<file path="src/rtl/hd_tdm_demux2.sv">
// Receive side of the inverting 2:1 TDM mux chain: recovers two interleaved lanes into
// WIDTH-bit words, tracks SYNC-based frame alignment and counts alignment errors.
module hd_tdm_demux2 #(
  parameter int unsigned WIDTH  = 4,
  parameter bit          INVERT = 1'b1,
  parameter int unsigned ECW    = 8
) (
  input  logic             CK,
  input  logic             RST,
  input  logic             EN,
  input  logic             DIN,
  input  logic             SYNC,
  output logic [WIDTH-1:0] Q0,
  output logic [WIDTH-1:0] Q1,
  output logic             VLD,
  output logic             LOCK,
  output logic             ERR,
  output logic [ECW-1:0]   ERRCNT
);

  localparam int unsigned BW = (WIDTH > 1) ? $clog2(WIDTH) : 1;
  localparam logic [BW-1:0] LastIdx = BW'(WIDTH - 1);

  typedef enum logic [0:0] {StHunt, StLock} state_e;

  state_e           r_state, w_state_d;
  logic             r_slot, w_slot_d;
  logic [BW-1:0]    r_bitidx, w_bitidx_d;
  logic [WIDTH-1:0] r_sh0, w_sh0_d;
  logic [WIDTH-1:0] r_sh1, w_sh1_d;
  logic             r_pend, w_pend_d;
  logic [WIDTH-1:0] r_q0, w_q0_d;
  logic [WIDTH-1:0] r_q1, w_q1_d;
  logic             r_vld, w_vld_d;
  logic             r_err, w_err_d;
  logic [ECW-1:0]   r_errcnt, w_errcnt_d;

  logic w_d;
  logic w_at_start;
  logic w_last;

  assign w_d        = DIN ^ INVERT;
  assign w_at_start = !r_slot && (r_bitidx == '0);
  assign w_last     = r_slot && (r_bitidx == LastIdx);

  always_comb begin
    w_state_d  = r_state;
    w_slot_d   = r_slot;
    w_bitidx_d = r_bitidx;
    w_sh0_d    = r_sh0;
    w_sh1_d    = r_sh1;
    w_pend_d   = 1'b0;
    w_q0_d     = r_q0;
    w_q1_d     = r_q1;
    w_vld_d    = 1'b0;
    w_err_d    = 1'b0;

    // A frame completed on the previous edge publishes now, independent of EN.
    if (r_pend) begin
      w_q0_d  = r_sh0;
      w_q1_d  = r_sh1;
      w_vld_d = 1'b1;
    end

    if (EN) begin
      unique case (r_state)
        StHunt: begin
          if (SYNC) begin
            w_sh0_d[0] = w_d;
            w_slot_d   = 1'b1;
            w_bitidx_d = '0;
            w_state_d  = StLock;
          end
        end
        StLock: begin
          if (w_at_start && !SYNC) begin
            w_err_d   = 1'b1;
            w_state_d = StHunt;
          end else if (!w_at_start && SYNC) begin
            // Misplaced marker: drop the partial frame and restart on this sample.
            w_err_d    = 1'b1;
            w_sh0_d[0] = w_d;
            w_slot_d   = 1'b1;
            w_bitidx_d = '0;
          end else if (!r_slot) begin
            w_sh0_d[r_bitidx] = w_d;
            w_slot_d          = 1'b1;
          end else begin
            w_sh1_d[r_bitidx] = w_d;
            w_slot_d          = 1'b0;
            if (w_last) begin
              w_bitidx_d = '0;
              w_pend_d   = 1'b1;
            end else begin
              w_bitidx_d = r_bitidx + 1'b1;
            end
          end
        end
        default: begin
          w_state_d = StHunt;
        end
      endcase
    end
  end

  always_comb begin
    w_errcnt_d = r_errcnt;
    if (w_err_d && (r_errcnt != '1)) begin
      w_errcnt_d = r_errcnt + ECW'(1);
    end
  end

  always_ff @(posedge CK) begin
    if (RST) begin
      r_state  <= StHunt;
      r_slot   <= 1'b0;
      r_bitidx <= '0;
      r_sh0    <= '0;
      r_sh1    <= '0;
      r_pend   <= 1'b0;
      r_q0     <= '0;
      r_q1     <= '0;
      r_vld    <= 1'b0;
      r_err    <= 1'b0;
      r_errcnt <= '0;
    end else begin
      r_state  <= w_state_d;
      r_slot   <= w_slot_d;
      r_bitidx <= w_bitidx_d;
      r_sh0    <= w_sh0_d;
      r_sh1    <= w_sh1_d;
      r_pend   <= w_pend_d;
      r_q0     <= w_q0_d;
      r_q1     <= w_q1_d;
      r_vld    <= w_vld_d;
      r_err    <= w_err_d;
      r_errcnt <= w_errcnt_d;
    end
  end

  assign Q0     = r_q0;
  assign Q1     = r_q1;
  assign VLD    = r_vld;
  assign LOCK   = (r_state == StLock);
  assign ERR    = r_err;
  assign ERRCNT = r_errcnt;

endmodule

</file>
<file path="config.mk">
export PLATFORM = sky130hd
export DESIGN_NAME = hd_tdm_demux2
export DESIGN_NICKNAME = d
export VERILOG_FILES = /design/src/rtl/hd_tdm_demux2.sv
export SDC_FILE = /design/constraint.sdc
export NUM_CORES = 1
export LEC_CHECK = 0
export CORE_UTILIZATION = 25
export DETAILED_ROUTE_END_ITERATION = 16
export GPL_TIMING_DRIVEN = 0
export SLEW_MARGIN = 30
export SYNTH_ARGS = -nofsm -noshare
export SYNTH_HDL_FRONTEND = slang
export SYNTH_SLANG_ARGS = --single-unit
export TNS_END_PERCENT = 30
</file>
<file path="constraint.sdc">
create_clock -name CK -period 2.9 [get_ports CK]
set_input_delay 0.29 -clock CK [delete_from_list [all_inputs] [get_ports CK]]
set_output_delay 0.29 -clock CK [all_outputs]
set_load 0.01 [all_outputs]
</file>
Yosys cells after proc, flatten, opt, wreduce, memory -nomap -nowiden
Index checks and enable logic that the tools add are counted.
{ "word_totals": {"register_bits": 31, "input_bits": 5, "output_inout_bits": 19, "elab_cells": 73} }
{ "op_classes": {"addsub": 2, "order_cmp": 2, "n_eq_ne": 6, "mux": 29, "n_bitwise": 6, "n_reduce_logical": 16} }
{ "ops": {"columns": ["op", "n"], "rows": [
  ["$mux W1", 17],
  ["$mux W2", 5],
  ["$reduce_and A5 Y1", 2],
  ["$add A8 B1 Y8 const B", 1],
  ["$bwmux W4", 2],
  ["$ne A8 B8 Y1 const B", 1],
  ["$reduce_and A4 Y1", 2],
  ["$logic_and A1 B1 Y1", 6],
  ["$not A1 Y1", 6],
  ["$pmux W1 S2", 3],
  ["$reduce_or A6 Y1", 1],
  ["$ne A2 B2 Y1 const B", 2],
  ["$pmux W2 S2", 1],
  ["$logic_not A1 Y1", 3],
  ["$lt A2 B3 Y1 const B", 1],
  ["$ne A3 B1 Y1 const B", 1],
  ["$ne A3 B2 Y1 const B", 1],
  ["$reduce_and A3 Y1", 1],
  ["$add A2 B1 Y2 const B", 1],
  ["$demux W1 S2", 1],
  ["$eq A2 B2 Y1 const B", 1],
  ["$ge A2 B1 Y1 const B", 1],
  ["$logic_not A2 Y1", 1]
]} }

Longest topological paths before layout
Gate-level depths: netlist (run 1).
{ "logic_depth": {"word_depth": 9, "mapped_depth": 9, "mapped_depth_nobuf": 9} }

Worst setup path before layout (run 1)
Ideal clock, no wire load.
{ "synth_path": {"kind": "register to register", "startpoint": "reg r_bitidx[0]", "endpoint": "reg r_errcnt[5] (netlist: ERRCNT[5])", "setup_ps": 71, "arrival_ps": 2138, "slack_ps": 692, "stages_incl_launch_ff": 10, "n_path_buf": 0, "period_less_slack_ps": 2208, "path_cell_list": "dfxtp_1 -> inv_1 -> ha_1 -> nand2_1 -> inv_1 -> ha_1 -> nand3b_2 -> or2_1 -> or4_1 -> a21oi_1"} }
{ "synth_via": {"elab_chain_len": 9} }
{ "synth_rtl": {"columns": ["element", "line_no", "text"], "rows": [
  ["start: declaration", "28", "logic [BW-1:0] r_bitidx, w_bitidx_d;"],
  ["start signal: assignment", "129", "r_bitidx <= w_bitidx_d;"],
  ["$logic_not A2 Y1 *", "43", "assign w_at_start = !r_slot && (r_bitidx == '0);"],
  ["$logic_and A1 B1 Y1 *", "43", null],
  ["$logic_not A1 Y1", "79", "end else if (!w_at_start && SYNC) begin"],
  ["$logic_and A1 B1 Y1", "79", null],
  ["$mux W1", "79", null],
  ["$mux W1 *", "76", "if (w_at_start && !SYNC) begin"],
  ["$mux W1 *", "66", "unique case (r_state)"],
  ["$mux W1 *", "65", "if (EN) begin"],
  ["$logic_and A1 B1 Y1 *", "108", "if (w_err_d && (r_errcnt != '1)) begin"],
  ["end signal: assignment", "137", "r_errcnt <= w_errcnt_d;"],
  ["end: declaration", "36", "logic [ECW-1:0] r_errcnt, w_errcnt_d;"]
]} }
Mark *: on every way between the ends. The rest lies on a longest branch, timed or not.
A chain may end at the register's enable or synchronous reset.

Final worst setup path (run 1)
Same ends and word-level chain as after synthesis.

==> results of run 1 <==
routing by layer:
metal,vias to the layer above,routed length (um),GRT usage
met2,20,1110,0.160
met1,489,1430,0.150
li1,584,-,-
met4,0,61,0.0617
met3,5,122,0.0361
met5,-,0,0
registers in the layout, indices dropped and copies added (netlist names):
signal,flops
ERR,1
ERRCNT,8
LOCK,1
Q0,4
Q1,4
VLD,1
r_bitidx,2
r_pend,1
r_sh0,4
r_sh1,4
r_slot,1
through the flow:
| step | setup WS, ns | power, mW | utilization | cell area, um2 | hold slack, ns |
|---|---|---|---|---|---|
| 6_report | 0.486 | 0.847 | 0.340 | 1750 | 0.484 |
| 5_1_grt | 0.333 | 0.890 | 0.340 | 1750 | 0.522 |
| 4_1_cts | 0.490 | 0.863 | 0.340 | 1750 | 0.475 |
| 3_5_place_dp | 0.490 | 0.492 | 0.320 | 1650 | 0.474 |
| 3_3_place_gp | 0.485 | 0.491 | 0.320 | 1650 | 0.465 |
| 2_1_floorplan | 0.692 | 0.473 | - | 1340 | 0.453 |
final cells by class:
cell class,count,area [um2]
Multi-Input combinational cell,103,666
Fill cell,567,3390
Tap cell,70,87.6
Clock buffer,8,100
Sequential cell,31,621
Timing Repair Buffer,22,220
Inverter,7,26.3
Buffer,6,26.3
where the power goes:
group          total (mW)  leakage, nW  switching (mW)  internal [mW]
Sequential          0.433        0.250         0.00318          0.430
Combinational      0.0491        0.300          0.0287         0.0203
Clock               0.364       0.0515           0.148          0.216
worst register-to-register path, stage by stage, from the launching register on:
cell	delay, ns
dfxtp_1	0.40
inv_1	0.09
ha_1	0.24
nand2_1	0.10
inv_1	0.06
ha_1	0.29
nand3b_2	0.26
or2_1	0.30
or4_1	0.47
a21oi_1	0.14
cells in the final DEF (no fill, tap or decap):
master	Yosys	layout
o31ai_1	1	1
nor3b_1	1	1
xor2_1	1	1
buf_1	1	1
nand3_1	5	5
or3_2	1	1
nand4_1	3	3
a31o_2	1	1
clkbuf_8	0	7
and3_1	1	1
clkbuf_1	4	5
inv_1	7	7
ha_1	7	7
nand3b_2	1	1
clkdlybuf4s50_1	0	22
mux2i_1	10	10
nor2b_1	3	3
nor4_1	1	1
nor3_1	5	5
a211oi_1	1	1
dfxtp_1	31	31
buf_4	1	1
o21ai_0	6	6
or2_1	1	1
nand2_1	5	5
a21oi_1	16	16
o2111a_1	1	1
or3_1	1	1
or4_1	1	1
or2_2	1	1
nor2_1	20	20
and3b_2	1	1
a311oi_1	7	7
nand2b_1	1	1
path summary, 6_finish.rpt:
check | depth (start not counted) | endpoint | start
setup / recovery | 9 | ERRCNT[5] | r_bitidx[0]
setup reg to reg | 9 | ERRCNT[5] | r_bitidx[0]
hold reg to reg | 2 | r_sh0[0] | r_sh0[0]
hold / removal | 2 | r_sh0[0] | r_sh0[0]
kinds of logic after synthesis:
| logic type | after synthesis | share of synthesized area |
|---|---|---|
| fa+ha+maj | 7 | 0.0654 |
| flops | 31 | 0.464 |
| mux | 10 | 0.0748 |
| buf+inv | 13 | 0.0393 |
| compound gates | 33 | 0.154 |
| simple gates | 52 | 0.196 |
| xor+xnor | 1 | 0.00654 |
==> reports/results.txt, run 1 <==
Worst-margin pin slew -> 0.607 ns
Final period utilization -> 0.832
Largest net degree at the start of global routing -> 11
Crit-path max cell delay -> 0.47 ns
Mapped Cells -> 147
Total grt overflow -> 0
Critical path startpoint category -> flop
DRC Markers -> 0
Avg WL per Cell -> 11.0 um
H-tree depth -> 2
WP data arrival -> 2.62 ns
Row count -> 26
Clock edge transition at the registers on the reported setup and hold paths -> 0.06 ns
Cell Chain, Critical Path -> inv_1, ha_1, nand2_1, inv_1, ha_1, nand3b_2, or2_1, or4_1, a21oi_1
Top cell type's share of synthesized area -> 0.464
Number of CTS-inserted buffers -> 5
Vias in the first global route -> 1005
Post-route antenna net violation count -> 0
I/O pin count -> 24
CTS tree -> done
Via Count -> 1098
First-pass GRT wire length -> 4690 um
Antenna violations before repair -> 0
Longest Clk Path Bufs -> 2
Post-CTS sizing -> 0
Clock Sinks -> 31
MaxCap Viol Count -> 0
Worst-path maximum fanout -> 5
Post-synth net total -> 159
Ys flop type -> dfxtp_1
Worst Path Required -> 3.11 ns
Crit path max-delay cell type -> or4_1
Non-Filler Instances -> 247
Status -> completed
Area grow syn2layout -> 30.5%
Synth Warn # -> 0
Distinct cells, synth -> 32
Commonest cells in the netlist -> dfxtp_1 (31), nor2_1 (20), a21oi_1 (16), mux2i_1 (10)
Reg2reg setup slack -> 0.49 ns
Share of cells above drive strength 1 -> 0.0734
Post-synth top area cell -> dfxtp_1
Worst Path Class, Setup -> reg2reg
GRT Resource Usage Total -> 0.112
DR vias/cell -> 4.45
Peak VDD IR -> 199 uV
Count of final setup violators -> 0
Relative slew slack -> 0.594
CTS root buffer -> clkbuf_8
Sequential share of the synthesized area -> 0.464
F_max -> 0.414 GHz
Leakage power total -> 0.601 nW
Post-Syn Area per Cell -> 9.11 um2
Starting DRT DRC Count -> 45
Worst Skew -> 0.00217 ns
Most common cell in the synthesized netlist -> dfxtp_1
Diode count -> 0
Clock Latency Late Sink -> 0.27 ns
Postcts setup bufs -> 0
Post-detail-place hpwl -> 1980 um
Initial Utilization -> 0.260
Pwr Density -> 485 nW/um2
Unrepaired setup endpoints after global routing -> no
Crit path buffers/inverters -> 2
Die Ht -> 75.2 um
Critical path's top delay family -> simple AND/OR/NAND/NOR gates
WL final -> 2730 um
Post-Syn Area -> 1340 um2
Die width -> 75.2 um
Final hold violations -> 0
HP Class -> reg2reg
Flops & latches, synth -> 31
Asr flop ratio synth -> 0
Top post-synthesis cells by area -> dfxtp_1 (46%), mux2i_1 (7.5%), ha_1 (6.5%), a21oi_1 (6.0%), nor2_1 (5.6%)
Setup TNS -> 0 ns
Crit path capture type -> flop
Drt pass-1 iters -> 4
Placed cells -> 239
Tmin final -> 2.41 ns
I/O Buffers -> 22
Die footprint -> 5650 um2
EDFF count, synth -> 0
Final Max Tran Viols -> 0
GP Congestion -> 0.726
Layout Nets -> 188
# hold bufs at CTS -> 0
Core area -> 5140 um2
Power figures use the tool's default switching activity.
==> run 2, diff against run 1 <==
clock period = 2.1 ns   (was 2.9 ns; I/O delays follow)
==> reports/results.txt, run 2 (synthesized netlist as in run 1, its figures left out) <==
Status -> completed (unchanged)
Final Cell Area -> 1790 um2 (was 1750 um2)
Core area -> 5140 um2 (unchanged)
Crit path capture type -> flop (unchanged)
Crit path buffers/inverters -> 2 (unchanged)
Starting DRT DRC Count -> 51 (was 45)
Peak VDD IR -> 215 uV (was 199 uV)
Setup TNS -> 0 ns (unchanged)
CTS root buffer -> clkbuf_8 (unchanged)
Share of cells above drive strength 1 -> 0.134 (was 0.0734)
Final Max Tran Viols -> 0 (unchanged)
Drt pass-1 iters -> 4 (unchanged)
DR vias/cell -> 4.56 (was 4.45)
Placed cells -> 239 (unchanged)
Multi-input gate area in the final layout -> 698 um2 (was 666 um2)
Initial Utilization -> 0.260 (unchanged)
Clock Sinks -> 31 (unchanged)
Via Count -> 1135 (was 1098)
Area grow syn2layout -> 33.8% (was 30.5%)
Vias in the first global route -> 1017 (was 1005)
Relative slew slack -> 0.605 (was 0.594)
Clock edge transition at the registers on the reported setup and hold paths -> 0.06 ns (about the same)
First-pass GRT wire length -> 4600 um (was 4690 um)
Worst Skew -> 0.00312 ns (was 0.00217 ns)
Non-Filler Instances -> 249 (was 247)
Worst Path Class, Setup -> reg2reg (unchanged)
Core Util, Final -> 0.349 (was 0.340)
Area post-placement -> 1660 um2 (was 1650 um2)
FF+latch area -> 623 um2 (was 621 um2)
Commonest non-fill, non-tap cell in the layout -> dfxtp_1 (unchanged)
Worst-margin pin slew -> 0.592 ns (was 0.607 ns)
WP data arrival -> 2.27 ns (was 2.62 ns)
Leakage power total -> 0.628 nW (was 0.601 nW)
Post-detail-place hpwl -> 2050 um (was 1980 um)
Crit path max-delay cell type -> or4_1 (unchanged)
CTS tree -> done (unchanged)
Layout Nets -> 191 (was 188)
Die width -> 75.2 um (unchanged)
Fill count -> 562 (was 567)
Diode count -> 0 (unchanged)
Count of final setup violators -> 0 (unchanged)
Crit-path max cell delay -> 0.49 ns (was 0.47 ns)
Tmin final -> 2.06 ns (was 2.41 ns)
Worst Path Required -> 2.31 ns (was 3.11 ns)
Grt met1 use -> 0.136 (was 0.150)
Critical path's top delay family -> simple AND/OR/NAND/NOR gates (unchanged)
Met2 usage -> 0.170 (was 0.160)
Busiest grt layer -> met2 (unchanged)
Total grt overflow -> 0 (unchanged)
DRC Markers -> 0 (unchanged)
Number of flip-flops in the largest register -> 8 (unchanged)
GP Congestion -> 0.833 (was 0.726)
F_max -> 0.486 GHz (was 0.414 GHz)
Antenna violations before repair -> 0 (unchanged)
Row count -> 26 (unchanged)
Final hold violations -> 0 (unchanged)
Worst-path maximum fanout -> 4 (was 5)
Final period utilization -> 0.980 (was 0.832)
GRT Resource Usage Total -> 0.109 (was 0.112)
Hold_ws -> 0.380 ns (was 0.484 ns)
Pwr Density -> 636 nW/um2 (was 485 nW/um2)
# hold bufs at CTS -> 0 (unchanged)
HP Class -> in2reg (was reg2reg)
Die footprint -> 5650 um2 (unchanged)
I/O pin count -> 24 (unchanged)
Critical path startpoint category -> flop (unchanged)
Met3 Use GR -> 0.0361 (unchanged)
WL final -> 2890 um (was 2730 um)
Unrepaired setup endpoints after global routing -> yes (was no)
Commonest cells after routing, fill and taps aside -> dfxtp_1 (29), clkdlybuf4s50_1 (22), nor2_1 (19), a21oi_1 (15), mux2i_1 (10) (was dfxtp_1 (31), clkdlybuf4s50_1 (22), nor2_1 (20), a21oi_1 (16), mux2i_1 (10))
Number of CTS-inserted buffers -> 5 (unchanged)
Avg WL per Cell -> 11.6 um (was 11.0 um)
I/O Buffers -> 22 (unchanged)
Die Ht -> 75.2 um (unchanged)
MaxCap Viol Count -> 0 (unchanged)
H-tree depth -> 2 (unchanged)
Longest Clk Path Bufs -> 2 (unchanged)
Post-route antenna net violation count -> 0 (unchanged)
Cell Chain, Critical Path -> inv_1, ha_2, nand2_1, inv_2, ha_4, nand3b_4, or2_4, or4_1, a21oi_2 (was inv_1, ha_1, nand2_1, inv_1, ha_1, nand3b_2, or2_1, or4_1, a21oi_1)
Clock Latency Late Sink -> 0.28 ns (was 0.27 ns)
Largest net degree at the start of global routing -> 11 (unchanged)
[run 2: through the flow]
| stage | setup WS [ns] | power, mW |
|---|---|---|
| 2_1_floorplan | 0.0246 | 0.656 |
| 3_3_place_gp | -0.175 | 0.681 |
| 3_5_place_dp | -0.178 | 0.682 |
| 4_1_cts | 0.0102 | 1.15 |
| 5_1_grt | -0.0459 | 1.19 |
| 6_report | 0.0423 | 1.14 |
[run 2: per-layer routing]
metal	vias to the layer above	wire (um)
li1	591	-
met1	520	1380
met2	18	1310
met3	6	132
met4	0	58
met5	-	0
[run 2: report_power, final]
part	switching [mW]	internal (mW)	total (mW)
clock	0.209	0.256	0.465
combinational	0.0437	0.0332	0.0769
sequential	0.00443	0.594	0.598
total	0.257	0.883	1.14
[run 2: worst paths after layout]
| kind | start | end | slack, ns | cells past startpoint |
|---|---|---|---|---|
| max | r_bitidx[0] | ERRCNT[5] | 0.04 | 9 |
| max reg2reg | r_bitidx[0] | ERRCNT[5] | 0.04 | 9 |
| min | DIN | r_sh1[1] | 0.38 | 2 |
| min reg2reg | r_sh0[0] | r_sh0[0] | 0.48 | 2 |
[run 2: final cells by class]
type,instances,area share
Clock inverter,1,0.00279
Inverter,7,0.0147
Tap cell,70,0.0489
Buffer,6,0.0147
Multi-Input combinational cell,103,0.390
Timing Repair Buffer,25,0.135
Sequential cell,31,0.348
Clock buffer,6,0.0461
[run 2: what timing repair did]
action                                  4_1_cts  5_1_grt
resized for setup                             4        3
setup buffers                                 3        0
endpoints found under the setup margin        6        6
pin swaps                                     0        0
==> variant (config.mk and constraints of run 2) <==
The parameter `WIDTH` goes from 4 to 8.
--- a/src/rtl/hd_tdm_demux2.sv
+++ b/src/rtl/hd_tdm_demux2.sv
@@ -3,3 +3,3 @@
 module hd_tdm_demux2 #(
-  parameter int unsigned WIDTH  = 4,
+  parameter int unsigned WIDTH  = 8,
   parameter bit          INVERT = 1'b1,
Ports: changed (resized Q0 and Q1); port bits go from 24 to 32. No check against the original RTL was run, so the function may have changed too.
==> variant against run 2 <==
  * Cell area rose by 48%
  * Via count grew 45%
  * Final cell count up 43%
  * Critical path depth stayed put
  * Total power is 53% higher
  * Area after synthesis rose by 51%
  * Core utilization shrank 0.71 points
  * Clock power rose by 54%
  * Die area is 50% higher
  * Sequential cell count rose by 17
  * Combinational power increased by 29%
  * Worst setup slack improved by 0.080 ns
  * Wire length up 50%
  * Critical endpoint unchanged
  * Largest cell class unchanged
  * Largest power group unchanged
  * Highest routed layer unchanged
==> variant: results (changes against run 2) <==
- Worst hold margin: 0.483 ns (was 0.380 ns)
- Synth Warn #: 0 (unchanged)
- Worst-path maximum fanout: 4 (unchanged)
- H-tree Lvls: 2 (unchanged)
- Routed vias: 1648 (was 1135)
- CP arrival: 2.21 ns (was 2.27 ns)
- GP Congestion: 0.738 (was 0.833)
- Tightest Hold Check Type: reg -> reg (was in -> reg)
- DR iter-0 viols: 45 (was 51)
- Synth cell count leaders: dfxtp_1 (48), nor2_1 (29), mux2i_1 (22), a21oi_1 (17), a311oi_1 (11) (was dfxtp_1 (31), nor2_1 (20), a21oi_1 (16), mux2i_1 (10))
- Slew Limit Fails: 0 (unchanged)
- Static leakage: 0.934 nW (was 0.628 nW)
- Hold wc startpoint: r_sh0[0]$_SDFFE_PP0P_ (was DIN)
- Clk slew on worst S/H paths: 0.09 ns (was 0.06 ns)
- Post-DR wirelength/cell: 12.2 µm (was 11.6 µm)
- Vias in the first global route: 1497 (was 1017)
- R2R Setup Slk: 0.12 ns (was 0.04 ns)
- Nets: 265 (was 191)
- Layout cells sized above 1: 0.106 (was 0.134)
- Largest net degree at the start of global routing: 15 (was 11)
- Seq/Total Area, Yosys: 0.475 (was 0.464)
- Overall Global Routing Usage: 0.109 (about the same)
- HPWL Detailed: 3.10 mm (was 2.05 mm)
- Syn Nets: 224 (was 159)
- Status: completed (unchanged)
- Post-synth ARST share: 0 (unchanged)
- Setup Skew: 0.00479 ns (was 0.00312 ns)
- Worst-case vdd ir drop: 0.000250 V (was 0.000215 V)
- Worst-Margin Slew: 0.591 ns (was 0.592 ns)
- Top cells by area, synth: dfxtp_1 (47%), mux2i_1 (11%), nor2_1 (5.4%) (was dfxtp_1 (46%), mux2i_1 (7.5%), ha_1 (6.5%))
- First-pass GRT wire length: 7.36 mm (was 4.60 mm)
- # diodes: 0 (unchanged)
- Port bufs: 31 (was 22)
- CP peak stage delay: 0.40 ns (was 0.49 ns)
- Clk_lat worst skew: 0.30 ns (was 0.28 ns)
- Number of distinct library cells after synthesis: 34 (was 32)
- CP max stage cell: or4_1 (unchanged)
- Reg2Reg Launch Point: r_bitidx[1]$_SDFFE_PP0P_ (was r_bitidx[0]$_SDFFE_PP0P_)
- Hold Path End: r_sh0[0]$_SDFFE_PP0P_ (was r_sh1[1]$_SDFFE_PP0P_)
- DP Area: 0.00246 mm² (was 0.00166 mm²)
[variant: layout make-up]
cell class,count,area [µm²]
Timing Repair Buffer,35,340
Sequential cell,48,966
Tap cell,102,128
Clock inverter,1,30.0
Inverter,4,15.0
Clock buffer,7,96.3
Buffer,13,67.6
Multi-Input combinational cell,147,1010
Fill cell,825,5110
[variant: worst max-delay path: cells and delay by family, from the launching register on]
family | cells | cell delay [ns]
flops | 1 | 0.33
fa+ha+maj | 2 | 0.39
buf+inv | 2 | 0.17
compound gates | 2 | 0.37
simple gates | 3 | 0.65
[variant: per-layer routing]
layer / part of all wire / vias to the layer above / GRT usage / wire length (µm)
met5: 0 / - / 0 / 0
met4: 0.017 / 0 / 0.0508 / 74
met3: 0.037 / 5 / 0.0274 / 161
met2: 0.44 / 26 / 0.165 / 1930
met1: 0.50 / 776 / 0.146 / 2180
li1: - / 841 / - / -
[variant: worst max-delay path by stage]
stage | to | start | slack, ns
after floorplan | ERRCNT[5]$_SDFFE_PP0P_ | r_bitidx[0]$_SDFFE_PP0P_ | 0.04
after global placement | ERRCNT[5]$_SDFFE_PP0P_ | r_slot$_SDFFE_PP0P_ | -0.19
after detailed placement | ERRCNT[5]$_SDFFE_PP0P_ | r_slot$_SDFFE_PP0P_ | -0.22
after CTS | r_sh0[5]$_SDFFE_PP0P_ | r_bitidx[0]$_SDFFE_PP0P_ | 0.01
after global routing | r_sh0[5]$_SDFFE_PP0P_ | r_bitidx[1]$_SDFFE_PP0P_ | 0.02
final | ERRCNT[5]$_SDFFE_PP0P_ | r_bitidx[1]$_SDFFE_PP0P_ | 0.12
[variant: where the power goes]
| group | switching [mW] | internal [mW] | total, mW |
|---|---|---|---|
| clock network | 0.296 | 0.420 | 0.716 |
| logic | 0.0573 | 0.0421 | 0.0994 |
| registers | 0.00885 | 0.915 | 0.924 |
[variant: cells by family (layout without fill, tap and decap cells)]
group,Yosys count,after routing,synth area share
compound gates,41,41,0.132
mux,22,22,0.109
flops,48,48,0.475
fa+ha+maj,6,6,0.0371
simple gates,75,75,0.196
xor+xnor,3,3,0.0130
buf+inv,18,60,0.0389
[variant: stage by stage]
stage	worst slack (ns)	std cells
6_report	0.123	357
5_1_grt	0.0190	357
4_1_cts	0.00984	356
3_5_place_dp	-0.219	346
3_3_place_gp	-0.186	346
2_1_floorplan	0.0395	213
[variant: repair_timing]
action / in CTS / in global routing
setup endpoints to repair: 14 / 14
buffers inserted: 3 / 1
pin swaps: 1 / 1
hold buffers: 0 / 0
cloned: 0 / 0
gates resized for setup: 5 / 7
